[src/rtl/pipe_stage_buf_pkg.sv]
// -----------------------------------------------------------------------------
// pipe_pkg
// Shared types and constants for the pipeline stage buffer.
//   HOLD_CNT_W  : width of the flush squash-window counter (FLUSH_HOLD <= 15)
//   pipe_slot_t : one buffer slot (valid, control vector, data payload) at the
//                 core's default stage widths; stage instances with other
//                 widths declare a slot type of the same field layout.
// -----------------------------------------------------------------------------
package pipe_pkg;

   localparam int HOLD_CNT_W = 4;
   localparam int DEF_CTRL_W = 16;
   localparam int DEF_DATA_W = 128;

   typedef struct packed {
      logic                  valid;
      logic [DEF_CTRL_W-1:0] ctrl;
      logic [DEF_DATA_W-1:0] data;
   } pipe_slot_t;

endpackage

[src/rtl/pipe_stage_buf_chk.sv]
// -----------------------------------------------------------------------------
// pipe_stage_buf_chk
// Structural invariants of the stage buffer.
//   clk, rst  : clock and asynchronous active-high reset
//   h_valid   : head slot valid
//   s_valid   : skid slot valid
//   out_valid : head entry valid as seen downstream
//   out_ctrl  : head control vector
// -----------------------------------------------------------------------------
module pipe_stage_buf_chk #(
   parameter int CTRL_W = 16
) (
   input logic              clk,
   input logic              rst,
   input logic              h_valid,
   input logic              s_valid,
   input logic              out_valid,
   input logic [CTRL_W-1:0] out_ctrl
);

   // The skid slot is only ever filled behind an occupied head.
   skid_implies_head : assert property (@(posedge clk) disable iff (rst)
      s_valid |-> h_valid);

   // An empty head never presents a live control vector downstream.
   idle_ctrl_zero : assert property (@(posedge clk) disable iff (rst)
      !out_valid |-> (out_ctrl == '0));

endmodule

[src/rtl/pipe_stage_buf_slot.sv]
// -----------------------------------------------------------------------------
// pipe_slot
// One storage slot of the stage buffer: a clearable, loadable register.
//   clk, rst : clock and asynchronous active-high reset (clears the slot)
//   clr      : synchronous clear to all-zero (wins over ld)
//   ld       : load d on the next rising edge
//   d, q     : slot contents in / out (type given by parameter slot_t)
// -----------------------------------------------------------------------------
module pipe_slot
   import pipe_pkg::*;
#(
   parameter type slot_t = pipe_slot_t
) (
   input  logic  clk,
   input  logic  rst,
   input  logic  clr,
   input  logic  ld,
   input  slot_t d,
   output slot_t q
);

   slot_t slot_q;
   slot_t slot_d;

   // Next slot value: clear has priority over load.
   always_comb begin
      slot_d = slot_q;
      if (clr) begin
         slot_d = '0;
      end else if (ld) begin
         slot_d = d;
      end else begin
         slot_d = slot_q;
      end
   end

   // Slot register with asynchronous reset.
   always_ff @(posedge clk or posedge rst) begin
      if (rst) begin
         slot_q <= '0;
      end else begin
         slot_q <= slot_d;
      end
   end

   assign q = slot_q;

endmodule

[src/rtl/pipe_stage_buf.sv]
// -----------------------------------------------------------------------------
// pipe_stage_buf
// Parametrised pipeline stage register with valid/ready handshake, a 2-entry
// skid buffer (head H drives the outputs, skid S catches the in-flight entry),
// an external stall and a flush that squashes the stage for FLUSH_HOLD edges.
//   clk, rst              : clock, asynchronous active-high reset
//   in_valid/in_ready     : upstream handshake (in_ready is registered)
//   in_ctrl, in_data      : upstream control vector and payload
//   stall                 : hold the head entry, nothing leaves the stage
//   flush                 : squash request, opens the hold window
//   out_valid/out_ready   : downstream handshake
//   out_ctrl, out_data    : head control vector (zero when idle) and payload
//   flush_busy            : squash window still active
//   occupancy             : number of held entries (0..2)
// -----------------------------------------------------------------------------
module pipe_stage_buf
   import pipe_pkg::*;
#(
   parameter int CTRL_W     = 16,
   parameter int DATA_W     = 128,
   parameter int CLEAR_DATA = 1,
   parameter int FLUSH_HOLD = 2
) (
   input  logic              clk,
   input  logic              rst,
   input  logic              in_valid,
   output logic              in_ready,
   input  logic [CTRL_W-1:0] in_ctrl,
   input  logic [DATA_W-1:0] in_data,
   input  logic              stall,
   input  logic              flush,
   output logic              out_valid,
   input  logic              out_ready,
   output logic [CTRL_W-1:0] out_ctrl,
   output logic [DATA_W-1:0] out_data,
   output logic              flush_busy,
   output logic [1:0]        occupancy
);

   typedef struct packed {
      logic              valid;
      logic [CTRL_W-1:0] ctrl;
      logic [DATA_W-1:0] data;
   } stage_slot_t;

   localparam logic [HOLD_CNT_W-1:0] HOLD_LOAD = HOLD_CNT_W'(FLUSH_HOLD - 1);

   // A slot that gives up its entry: control is always zeroed, data only when
   // CLEAR_DATA is set (otherwise the stale payload is kept to save toggling).
   function automatic stage_slot_t vacate(input stage_slot_t s);
      stage_slot_t r;
      r.valid = 1'b0;
      r.ctrl  = '0;
      if (CLEAR_DATA != 0) begin
         r.data = '0;
      end else begin
         r.data = s.data;
      end
      return r;
   endfunction

   stage_slot_t            h_q, h_d, s_q, s_d, in_slot;
   logic                   h_ld, s_ld, slot_clr;
   logic                   push, pop, squash;
   logic [HOLD_CNT_W-1:0]  hold_cnt_q, hold_cnt_d;
   logic                   in_ready_q, in_ready_d;
   logic                   flush_busy_q, flush_busy_d;
   logic [1:0]             occupancy_q, occupancy_d;

   // Handshake decode, hold window counter and slot next-state.
   always_comb begin
      push          = in_valid & in_ready_q;
      pop           = h_q.valid & out_ready & ~stall;
      squash        = flush | (hold_cnt_q != '0);
      in_slot.valid = 1'b1;
      in_slot.ctrl  = in_ctrl;
      in_slot.data  = in_data;
      h_d           = h_q;
      s_d           = s_q;
      h_ld          = 1'b0;
      s_ld          = 1'b0;

      // A new flush (also inside the window) reloads the counter.
      if (flush) begin
         hold_cnt_d = HOLD_LOAD;
      end else if (hold_cnt_q != '0) begin
         hold_cnt_d = hold_cnt_q - HOLD_CNT_W'(1);
      end else begin
         hold_cnt_d = hold_cnt_q;
      end

      if (squash) begin
         // Anything accepted on a squash edge is dropped with the stage.
         h_d  = vacate(h_q);
         s_d  = vacate(s_q);
         h_ld = 1'b1;
         s_ld = 1'b1;
      end else if (!h_q.valid) begin
         // Empty stage: S is necessarily empty, a push lands in H.
         h_d  = push ? in_slot : h_q;
         h_ld = push;
      end else if (pop) begin
         h_ld = 1'b1;
         if (s_q.valid) begin
            h_d  = s_q;
            s_d  = push ? in_slot : vacate(s_q);
            s_ld = 1'b1;
         end else begin
            h_d  = push ? in_slot : vacate(h_q);
         end
      end else begin
         // Head blocked: an accepted entry is caught by the skid slot.
         s_d  = push ? in_slot : s_q;
         s_ld = push;
      end

      slot_clr     = squash & (CLEAR_DATA != 0);
      in_ready_d   = ~s_d.valid & (hold_cnt_d == '0);
      flush_busy_d = (hold_cnt_d != '0);
      occupancy_d  = {1'b0, h_d.valid} + {1'b0, s_d.valid};
   end

   // Control registers: hold counter and the registered status outputs.
   always_ff @(posedge clk or posedge rst) begin
      if (rst) begin
         hold_cnt_q   <= '0;
         in_ready_q   <= 1'b1;
         flush_busy_q <= 1'b0;
         occupancy_q  <= 2'd0;
      end else begin
         hold_cnt_q   <= hold_cnt_d;
         in_ready_q   <= in_ready_d;
         flush_busy_q <= flush_busy_d;
         occupancy_q  <= occupancy_d;
      end
   end

   pipe_slot #(.slot_t(stage_slot_t)) u_head (
      .clk (clk),
      .rst (rst),
      .clr (slot_clr),
      .ld  (h_ld),
      .d   (h_d),
      .q   (h_q)
   );

   pipe_slot #(.slot_t(stage_slot_t)) u_skid (
      .clk (clk),
      .rst (rst),
      .clr (slot_clr),
      .ld  (s_ld),
      .d   (s_d),
      .q   (s_q)
   );

   pipe_stage_buf_chk #(.CTRL_W(CTRL_W)) u_chk (
      .clk       (clk),
      .rst       (rst),
      .h_valid   (h_q.valid),
      .s_valid   (s_q.valid),
      .out_valid (h_q.valid),
      .out_ctrl  (h_q.ctrl)
   );

   assign out_valid  = h_q.valid;
   assign out_ctrl   = h_q.ctrl;
   assign out_data   = h_q.data;
   assign in_ready   = in_ready_q;
   assign flush_busy = flush_busy_q;
   assign occupancy  = occupancy_q;

endmodule
[config.mk]
export PLATFORM = sky130hd
export DESIGN_NAME = pipe_stage_buf
export DESIGN_NICKNAME = d
export VERILOG_FILES = /design/src/rtl/pipe_stage_buf_pkg.sv /design/src/rtl/pipe_stage_buf_chk.sv /design/src/rtl/pipe_stage_buf_slot.sv /design/src/rtl/pipe_stage_buf.sv
export SDC_FILE = /design/constraint.sdc
export NUM_CORES = 1
export LEC_CHECK = 0
export ABC_CLOCK_PERIOD_IN_PS = 26200
export CAP_MARGIN = 0
export CORE_ASPECT_RATIO = 1.5
export CORE_MARGIN = 1.5
export CORE_UTILIZATION = 57
export CTS_BUF_LIST = sky130_fd_sc_hd__clkbuf_8
export CTS_CLUSTER_SIZE = 20
export DETAILED_ROUTE_END_ITERATION = 8
export PLACE_DENSITY = 0.86
export SLEW_MARGIN = 25
export SYNTH_ARGS = -nofsm -noshare
export SYNTH_HDL_FRONTEND = slang
export SYNTH_SLANG_ARGS = --single-unit
[constraint.sdc]
create_clock -name clk -period 26.2 [get_ports clk]
set_clock_uncertainty 0.05 [all_clocks]
set_input_delay 3.93 -clock clk [delete_from_list [all_inputs] [get_ports clk]]
set_output_delay 3.93 -clock clk [all_outputs]
set_load 0.05 [all_outputs]
== After elaboration in Yosys (flattened, before gate mapping) ==
Index checks and enable logic that the tools add are counted.

* RAM bits: 0
* Output and inout port bits: 149
* ROM bits: 0
* Memories kept: 0
* Bits in latches: 0
* Bits in registers: 298

* Divide/modulo/power cells: 0
* Equality and inequality tests: 2
* Muxes and demuxes: 24
* Reduce and logical (&&, ||, !) cells: 10
* Magnitude comparators: 0
* Shift-type cells: 0
* Multiply operators: 0
* Add/subtract/negate cells: 2
* Bitwise operators: 7

{| class="wikitable"
|+ Operators with widths
! kind !! count
|-
| 145-bit two-way mux || 15
|-
| 4-bit two-way mux || 2
|-
| 4-bit nonzero test || 2
|-
| 1-bit two-way mux || 7
|-
| 2-bit nonzero test || 3
|-
| 3-bit nonzero test || 2
|-
| 1-bit AND || 4
|-
| 4-bit zero test || 1
|-
| 4-bit AND reduction || 1
|-
| 4-bit by 1-bit subtractor with 4-bit output, second input constant || 1
|-
| 3-bit by 2-bit != test with 1-bit output, second input constant || 1
|-
| 3-bit != test, second input constant || 1
|-
| 3-bit AND reduction || 1
|-
| 1-bit by 1-bit adder with 2-bit output || 1
|-
| 1-bit NOT || 2
|-
| 1-bit bitwise OR || 1
|}

== Depth between registers and ports, before layout ==
* Depth after elaboration: 8
* Gate-level depth with buffers: 8
* Mapped depth without buffers: 6

== Hierarchy ==
From an unflattened synthesis, not the netlist that was laid out.

* Cell total of the unflattened synthesis: 2328
* Area total of the unflattened synthesis: 19954.1 um^2

{| class="wikitable"
|+ By module, submodules not included
! module !! area an instance (um^2) !! cells each !! sequential area each (um^2) !! instances
|-
| pipe_slot || 5833.1 || 468 || 3628.5 || 2
|-
| pipe_stage_buf || 8287.9 || 1392 || 201.4 || 1
|}

== Worst setup path after synthesis ==
No wires, ideal clock.

* Path type: input to register
* From: in stall
* To: reg occupancy_q[0] (netlist: occupancy[0])
* Slack: 20.781 ns
* Arrival time: 5.243 ns
* Stages on the path: 7
* Required time: 26.024 ns
* Path through: nand2b_1 -> o21ai_0 -> buf_2 -> buf_2 -> buf_1 -> a21oi_1 -> ha_1

* Cells in the longest elaborated chain, start to end: 6

{| class="wikitable"
|+ RTL lines
! what !! RTL line !! text
|-
| start: declaration || pipe_stage_buf.sv:30 || <nowiki>input logic stall,</nowiki>
|-
| 1-bit NOT (*) || pipe_stage_buf.sv:73 || <nowiki>pop = h_q.valid & out_ready & ~stall;</nowiki>
|-
| 1-bit AND (*) || pipe_stage_buf.sv:73 ||
|-
| 145-bit two-way mux || pipe_stage_buf.sv:102 || <nowiki>end else if (pop) begin</nowiki>
|-
| 145-bit two-way mux || pipe_stage_buf.sv:98 || <nowiki>end else if (!h_q.valid) begin</nowiki>
|-
| 145-bit two-way mux || pipe_stage_buf.sv:92 || <nowiki>if (squash) begin</nowiki>
|-
| 1-bit by 1-bit adder with 2-bit output (*) || pipe_stage_buf.sv:120 || <nowiki>occupancy_d = {1'b0, h_d.valid} + {1'b0, s_d.valid};</nowiki>
|-
| named net occupancy_d[0] || pipe_stage_buf.sv:68 || <nowiki>logic [1:0] occupancy_q, occupancy_d;</nowiki>
|-
| end signal: assignment || pipe_stage_buf.sv:134 || <nowiki>occupancy_q <= occupancy_d;</nowiki>
|-
| end: declaration || pipe_stage_buf.sv:68 ||
|}

Mark *: on every way through the listed nets, which the timed path passes. The rest lies on a longest branch. The select of a mux whose other input is x is not followed.
A chain may end at the register's enable or synchronous reset.

== Final worst setup path ==
* From: in in_valid
* To: reg u_skid.slot_q, in the netlist u_skid.q[76]

* Cells in the longest elaborated chain, start to end: 8

{| class="wikitable"
|+ RTL lines
! what !! RTL line !! text
|-
| start: declaration || pipe_stage_buf.sv:26 || <nowiki>input logic in_valid,</nowiki>
|-
| 1-bit AND (*) || pipe_stage_buf.sv:72 || <nowiki>push = in_valid & in_ready_q;</nowiki>
|-
| 145-bit two-way mux || pipe_stage_buf.sv:106 || <nowiki>s_d = push ? in_slot : vacate(s_q);</nowiki>
|-
| 145-bit two-way mux || pipe_stage_buf.sv:104 || <nowiki>if (s_q.valid) begin</nowiki>
|-
| 145-bit two-way mux || pipe_stage_buf.sv:102 ||
|-
| 145-bit two-way mux || pipe_stage_buf.sv:98 ||
|-
| 145-bit two-way mux || pipe_stage_buf.sv:92 ||
|-
| 145-bit two-way mux || pipe_stage_buf_slot.sv:30 || <nowiki>end else if (ld) begin</nowiki>
|-
| 145-bit two-way mux || pipe_stage_buf_slot.sv:28 || <nowiki>if (clr) begin</nowiki>
|-
| end signal: assignment || pipe_stage_buf_slot.sv:42 || <nowiki>slot_q <= slot_d;</nowiki>
|-
| end: declaration || pipe_stage_buf_slot.sv:22 || <nowiki>slot_t slot_q;</nowiki>
|}

Mark *: on every way between the ends. The rest lies on a longest branch, timed or not. The select of a mux whose other input is x is not followed.

==> flow_results.org <==
** Run
- Number of maximum-capacitance violations :: 0

** Timing
- Slew of the pin with the lowest slew margin :: 1.08 ns
- The worst path uses 25.9% of the clock period.
- Worst slew margin relative to its limit :: 28.2%
- Static timing analysis puts the maximum clock frequency at 147 MHz.
- Shortest period the worst path allows :: 6.79 ns
- The number of hold-slack violations in the final timing report is 0.
- Setup violations remaining at the end of the flow were counted as 0.
- Setup repair after global routing left no endpoint under its margin.
- Fin Hold WS :: 0.474 ns
- Final Max Tran Viols :: 0
- Summed over all failing endpoints, the final setup total negative slack is 0 ns.

** Clock tree
- The clock passes through at most 3 buffers.
- The number of gates resized after CTS was 0.
- The tree is rooted in a clkbuf_8.
- Clock buffers created by TritonCTS :: 44
- Post-CTS timing repair inserted 0 buffers for setup.
- Source-to-sink clock delay at the later pin of the worst-skew pair :: 0.55 ns
- CTS built an H-tree with a depth of 2.
- Clock edge transition at the registers on the reported setup and hold paths :: 0.06 ns
- Sink count of the clock tree :: 298
- Cts-stage hold buffer count :: 0
- Clock tree from TritonCTS :: yes

** Critical path
- The worst setup path is captured at a register.
- Data arrival, critical path :: 7.11 ns
- STA puts the critical path data required time at 26.52 ns.
- Worst-path fanout max :: 95
- On the worst path, the slowest cell contributes a delay of 0.87 ns.
- CP cell instances :: clkdlybuf4s50_1 > and2_4 > nand2_1 > a21oi_4 > buf_4 > o22ai_1
- Critical path class :: in2reg
- The largest individual stage delay along the critical path comes from the cell buf_4.
- The worst setup path is launched from a primary input.

** Power
- In this run the static leakage power is 0.00673 uW.
- Flop pwr share :: 42.1%
- Switching power as a share of total power :: 33.9%
- Combinational Power Share :: 24.6%
- Cell Pwr Density :: 66.3 mW/mm^2
- VDD sags by at most 0.0000583 V.
- The analysis attributes to net switching a power of 394 uW.
- The clock network burns 33.3% of the power.
- P_int :: 766 uW

** Logic synthesis
- Count of unique library cells instantiated by Yosys :: 36
- For this run, the number of Yosys warnings is 0.
- After synthesis, the mean cell area works out to 9.98 sq um.
- Mapped Cells :: 1375
- In this run the biggest area consumer among cell types represents 54.2% of the synthesized area.
- Sequential elements use 54.4% of the synthesized area.
- Mapped Nets :: 1527
- Counting flops and latches in the post-synthesis netlist gives 298.
- After synthesis, the cell types taking the most area are dfrtp_1, a32oi_1, mux2i_1.
- After synthesis the cells add up to 0.0137 sq mm.
- The largest total area in the synthesized netlist belongs to dfrtp_1.

** Global routing
- Global routing used 6.84% of the available met3 tracks.
- The number of global-route vias before repair came to 11.9k.
- Met2 GRT Util :: 45.7%
- The first global-routing pass estimated 60700 microns of wire.
- The layer flagged by global routing as most heavily used is met2.
- The number of antenna violations at the first check in global routing was 3.
- Met1 track utilization from global routing :: 40.5%
- Global routing usage summed across all routing layers :: 30.0%
- Entering global routing, the biggest net connects 143 pins.
- Aggregate global routing overflow :: 0

** Routing
- Detailed-route DRC error count :: 0
- Total Routed Length :: 38200 microns
- Vias per Instance :: 6.40
- Number of DRC markers in iteration 0 :: 1207
- The final route contains 12.3k vias.
- Dividing the detail-routed wire length by the instance count gives 19.9 microns.
- First-pass DRT Iterations :: 9
- Routed Antenna Nets :: 0

** Worst hold path
- Hold Path Class :: reg2reg

** Layout
- The library cell used most frequently in the layout, excluding fill and tap cells, is clkdlybuf4s50_1.
- Layout Nets :: 1723
- Share of post-route cells with drive strength above 1 :: 5.92%
- From synthesis to final layout, the design area changed by 27.4%.
- Leading cell types in the layout, fill and taps excluded :: clkdlybuf4s50_1, dfrtp_1, a21oi_1, nand2_1, o21ai_0

** Floorplanning
- The core region is 0.0237 sq mm.
- Die height :: 193 microns
- The initialized floorplan defines 69 standard-cell rows.
- Width of the die :: 130 microns
- For this configuration, the core starts out at a cell density of 58.0%.
- Number of placed I/O pins :: 299
- Die area :: 0.0250 sq mm

** Place
- Hpwl dp :: 22400 microns
- The congestion estimate from routability-driven global placement came to 0.770.
- # port buffers :: 298

** Outcome
- Result of the run :: finished clean
==> worst max-delay path: cells and delay by family <==
family | cells | cell delay, ns
compound gates | 2 | 0.75
buf+inv | 2 | 1.36
simple gates | 2 | 1.02
==> registers in the layout, summed over array words and instances, names as in the netlist <==
signal and flops:
hold_cnt_q 4, in_ready 1, u_head.q 145, u_skid.q 145, flush_busy 1, occupancy 2
==> synthesized netlist by cell type <==
cell type and count:
xnor2_1 1, nand3_1 142, a21oi_1 150, nor3_1 1, nor2b_1 3, buf_6 8
and4bb_2 1, o211ai_1 1, o21ai_0 146, ha_1 2, nor3b_1 1, nand2b_1 3
inv_1 4, o2111ai_1 1, or3_1 1, nand2_1 148, clkbuf_2 1, or4b_1 1
nor2_8 1, and3_1 1, dfrtp_1 297, mux2i_2 1, and2_1 1, mux2_2 1
a211o_1 1, a211oi_1 2, nand4b_1 2, dfstp_2 1, o22ai_1 62, clkbuf_1 82
nor3_2 1, nor2_1 6, buf_1 10, mux2i_1 82, buf_2 65, a32oi_1 144
==> routing by layer <==
metal | wire length, microns | part of all wire (%)
met1 | 15100 | 39
met3 | 3100 | 8.1
met2 | 18300 | 48
met5 | 0 | 0
met4 | 1690 | 4.4
==> cell type report <==
type                    count  area (sq um)
flip-flops and latches    298          7460
fillers                  1742          6170
multi-input cells         907          5520
repair buffers            316          3150
clock buffers              61           840
well taps                 319           399
clock inverters            18          78.8
inverters                   4          22.5
diodes                      3          7.51
==> cells by family after synthesis <==
logic type	Yosys count	share of synthesized area (%)
buffers and inverters	170	5.69
muxes	84	6.17
xor gates and xnor gates	1	0.0639
DFF	298	54.4
and+or+nand+nor	313	10.4
adders and majority gates	2	0.182
AOI/OAI and AO/OA	507	23.1
==> per-stage QoR <==
| stage | total power, uW | utilization (%) | instances | worst slack (ns) | area, sq um |
|---|---|---|---|---|---|
| global route | 1210 | 73.9 | 1926 | 19.22 | 17500 |
| finish | 1160 | 73.9 | 1926 | 19.41 | 17500 |
| global placement | 771 | 69.8 | 1843 | 18.99 | 16500 |
| floorplan | 696 | - | 1375 | 13.99 | 13700 |
| detailed placement | 778 | 69.9 | 1844 | 18.92 | 16500 |
| CTS | 1160 | 73.8 | 1923 | 19.49 | 17500 |
==> final timing paths <==
| path | startpoint | endpoint | slack, ns | cells past startpoint |
|---|---|---|---|---|
| min reg2reg | u_skid.q[63]$_DFFE_PP0P_ | u_skid.q[63]$_DFFE_PP0P_ | 0.47 | 2 |
| max reg2reg | in_ready$_DFF_PP1_ | u_skid.q[76]$_DFFE_PP0P_ | 22.72 | 5 |
| max | in_valid | u_skid.q[76]$_DFFE_PP0P_ | 19.41 | 6 |
| min | u_skid.q[63]$_DFFE_PP0P_ | u_skid.q[63]$_DFFE_PP0P_ | 0.47 | 2 |
| max in group asynchronous | rst | u_head.q[84]$_DFFE_PP0P_ | 20.31 | 4 |
| min in group asynchronous | rst | u_head.q[129]$_DFFE_PP0P_ | 3.79 | 2 |
==> power by group through the flow <==
stage / combinational, uW / clock, uW / sequential (uW)
floorplan: 153 / 0 / 544
global placement: 275 / 0 / 496
detailed placement: 282 / 0 / 496
CTS: 283 / 391 / 488
global route: 305 / 412 / 490
finish: 285 / 386 / 489
(Power assumes the default switching activity.)
==> RTL edit: new RTL, config.mk and constraints unchanged <==
`CTRL_W` is set to 16 in 2 places; all go to 24.
--- a/src/rtl/pipe_stage_buf_chk.sv
+++ b/src/rtl/pipe_stage_buf_chk.sv
@@ -8,7 +8,7 @@
 //   out_ctrl  : head control vector
 // -----------------------------------------------------------------------------
 module pipe_stage_buf_chk #(
-   parameter int CTRL_W = 16
+   parameter int CTRL_W = 24
 ) (
    input logic              clk,
    input logic              rst,
--- a/src/rtl/pipe_stage_buf.sv
+++ b/src/rtl/pipe_stage_buf.sv
@@ -16,7 +16,7 @@
 module pipe_stage_buf
    import pipe_pkg::*;
 #(
-   parameter int CTRL_W     = 16,
+   parameter int CTRL_W     = 24,
    parameter int DATA_W     = 128,
    parameter int CLEAR_DATA = 1,
    parameter int FLUSH_HOLD = 2
Ports: changed (resized in_ctrl and out_ctrl); port bits go from 299 to 315. No check against the original RTL was run, so the function may have changed too.
==> RTL edit against the original RTL <==
- power up 7.6%
- design area up 6.1%
- utilization up 0.66 points
- synthesized area up 4.7%
- wire length up 5.9%
- sequential cell count up 16
- combinational power up 9.1%
- register-to-register slack better by 150 ps
- fmax up 6.7%
- setup slack better by 430 ps
==> RTL edit: results (changes against the original RTL) <==
Post-Synth XOR/XNOR Area=0.0610% (-0.0029 points); setup_tns=0 ps (unchanged); dpl cells=1933 (+4.8%); Synth Instances=1448 (+5.3%); run status=finished clean; total core area=24900 um2 (+5.2%); initial antenna violation count=6 (+3); dpl cell area=17400 um2 (+5.3%); fraction of layout cells with a size suffix above 1=6.74% (+0.81 points); critical path's largest stage delay=770 ps (-100 ps); Fillers=1723 (-1.1%); Cell Count, Final, Fillers Out=2024 (+5.1%); Synth Area in Adders=0.174% (-0.0082 points); largest net degree at the start of global routing=265 (+85%); Worst Hold Endpoint=u_skid.q[139]; Worst R2R Path Depth=8 (+3); Synth area leaders=dfrtp_1, a32oi_1, mux2i_1, a21oi_1, o21ai_1; Met2 Wirelength=19.9 mm (+8.4%); vias in the first global route=12600 (+5.4%); TritonRoute pass-1 iters=7 (-2); multiplexer area fraction after synthesis=6.42% (+0.26 points); Compound-Gate Fraction of Synth Area=23.1% (about the same); most instantiated cells after synthesis=dfrtp_1, a21oi_1, nand2_1; detailed placer's ending HPWL=23.2 mm (+3.6%); count of nets after finishing=1817 (+5.5%); WL met1=16.0 mm (+5.8%); VDD IR max=0.0617 mV (+5.9%); Crit path max-delay family=buffers and inverters; Worst path slowest cell=buf_4; DR WL met3=2.85 mm (-8.1%); GR Util All Layers=30.5% (+0.48 points); met1 usage=39.5% (-1.0 points); r2r setup slk=22870 ps (+150 ps); Int Pwr=824 uW (+7.5%); met3 GRT Util=5.85% (-0.99 points); mean routed wirelength per cell=20.0 um (+0.79%); WHS=477 ps (+3.12 ps); number of CTS-inserted buffers=46 (+4.5%); routability cong.=0.815 (+5.8%); syn nets=1608 (+5.3%); global-route wire length before repair=64.6 mm (+6.6%); worst hold path startpoint=u_skid.q[139]; Leakage Power=0.00715 uW (+6.2%); Crit Reg-Reg Startpoint=hold_cnt_q[0]; post-CTS resize count=0 (unchanged); Via density=6.36 (-0.68%); pre-CTS WS=19030 ps (+103 ps); largest fanout on the critical path=129 (+36%); max_slew headroom=31.5% (+3.2 points); end of the worst register-to-register path=u_skid.q[109]; Crit. Startpoint=flush; PortBufs=314 (+5.4%); Top Layer Used=met5; sequential cell area fraction in the yosys report=54.7% (+0.35 points); worst skew pair latency=580 ps (+30 ps); initial DRC count=1120 (-7.2%); met2 Usage GRT=48.9% (+3.1 points)
-- RTL edit: cell types whose count changed after synthesis, moves of 6 or more --
cell / delta
nand2_1: +6
buf_2: -37
dfrtp_1: +16
nand3_1: +8
mux2i_1: +9
o21ai_1: +153
a32oi_1: +8
clkbuf_1: +43
a21oi_1: +8
o21ai_0: -146
buf_1: +9
-- RTL edit: layout make-up --
cell class                      count  area (um2)  share of cell area [%]
Antenna cell                        4        10.0                  0.0540
Clock buffer                       68         936                    5.05
Clock inverter                     15        72.6                   0.391
Inverter                            4        22.5                   0.121
Multi-Input combinational cell    955        5810                    31.3
Sequential cell                   314        7860                    42.4
Tap cell                          328         410                    2.21
Timing Repair Buffer              336        3430                    18.5
-- RTL edit: power by group through the flow --
stage	Sequential, uW	Clock [uW]	Combinational [uW]
after CTS	515	428	302
final	515	421	311
after detailed placement	523	0	301
after global placement	523	0	297
after global routing	517	449	333
after floorplan	573	0	159
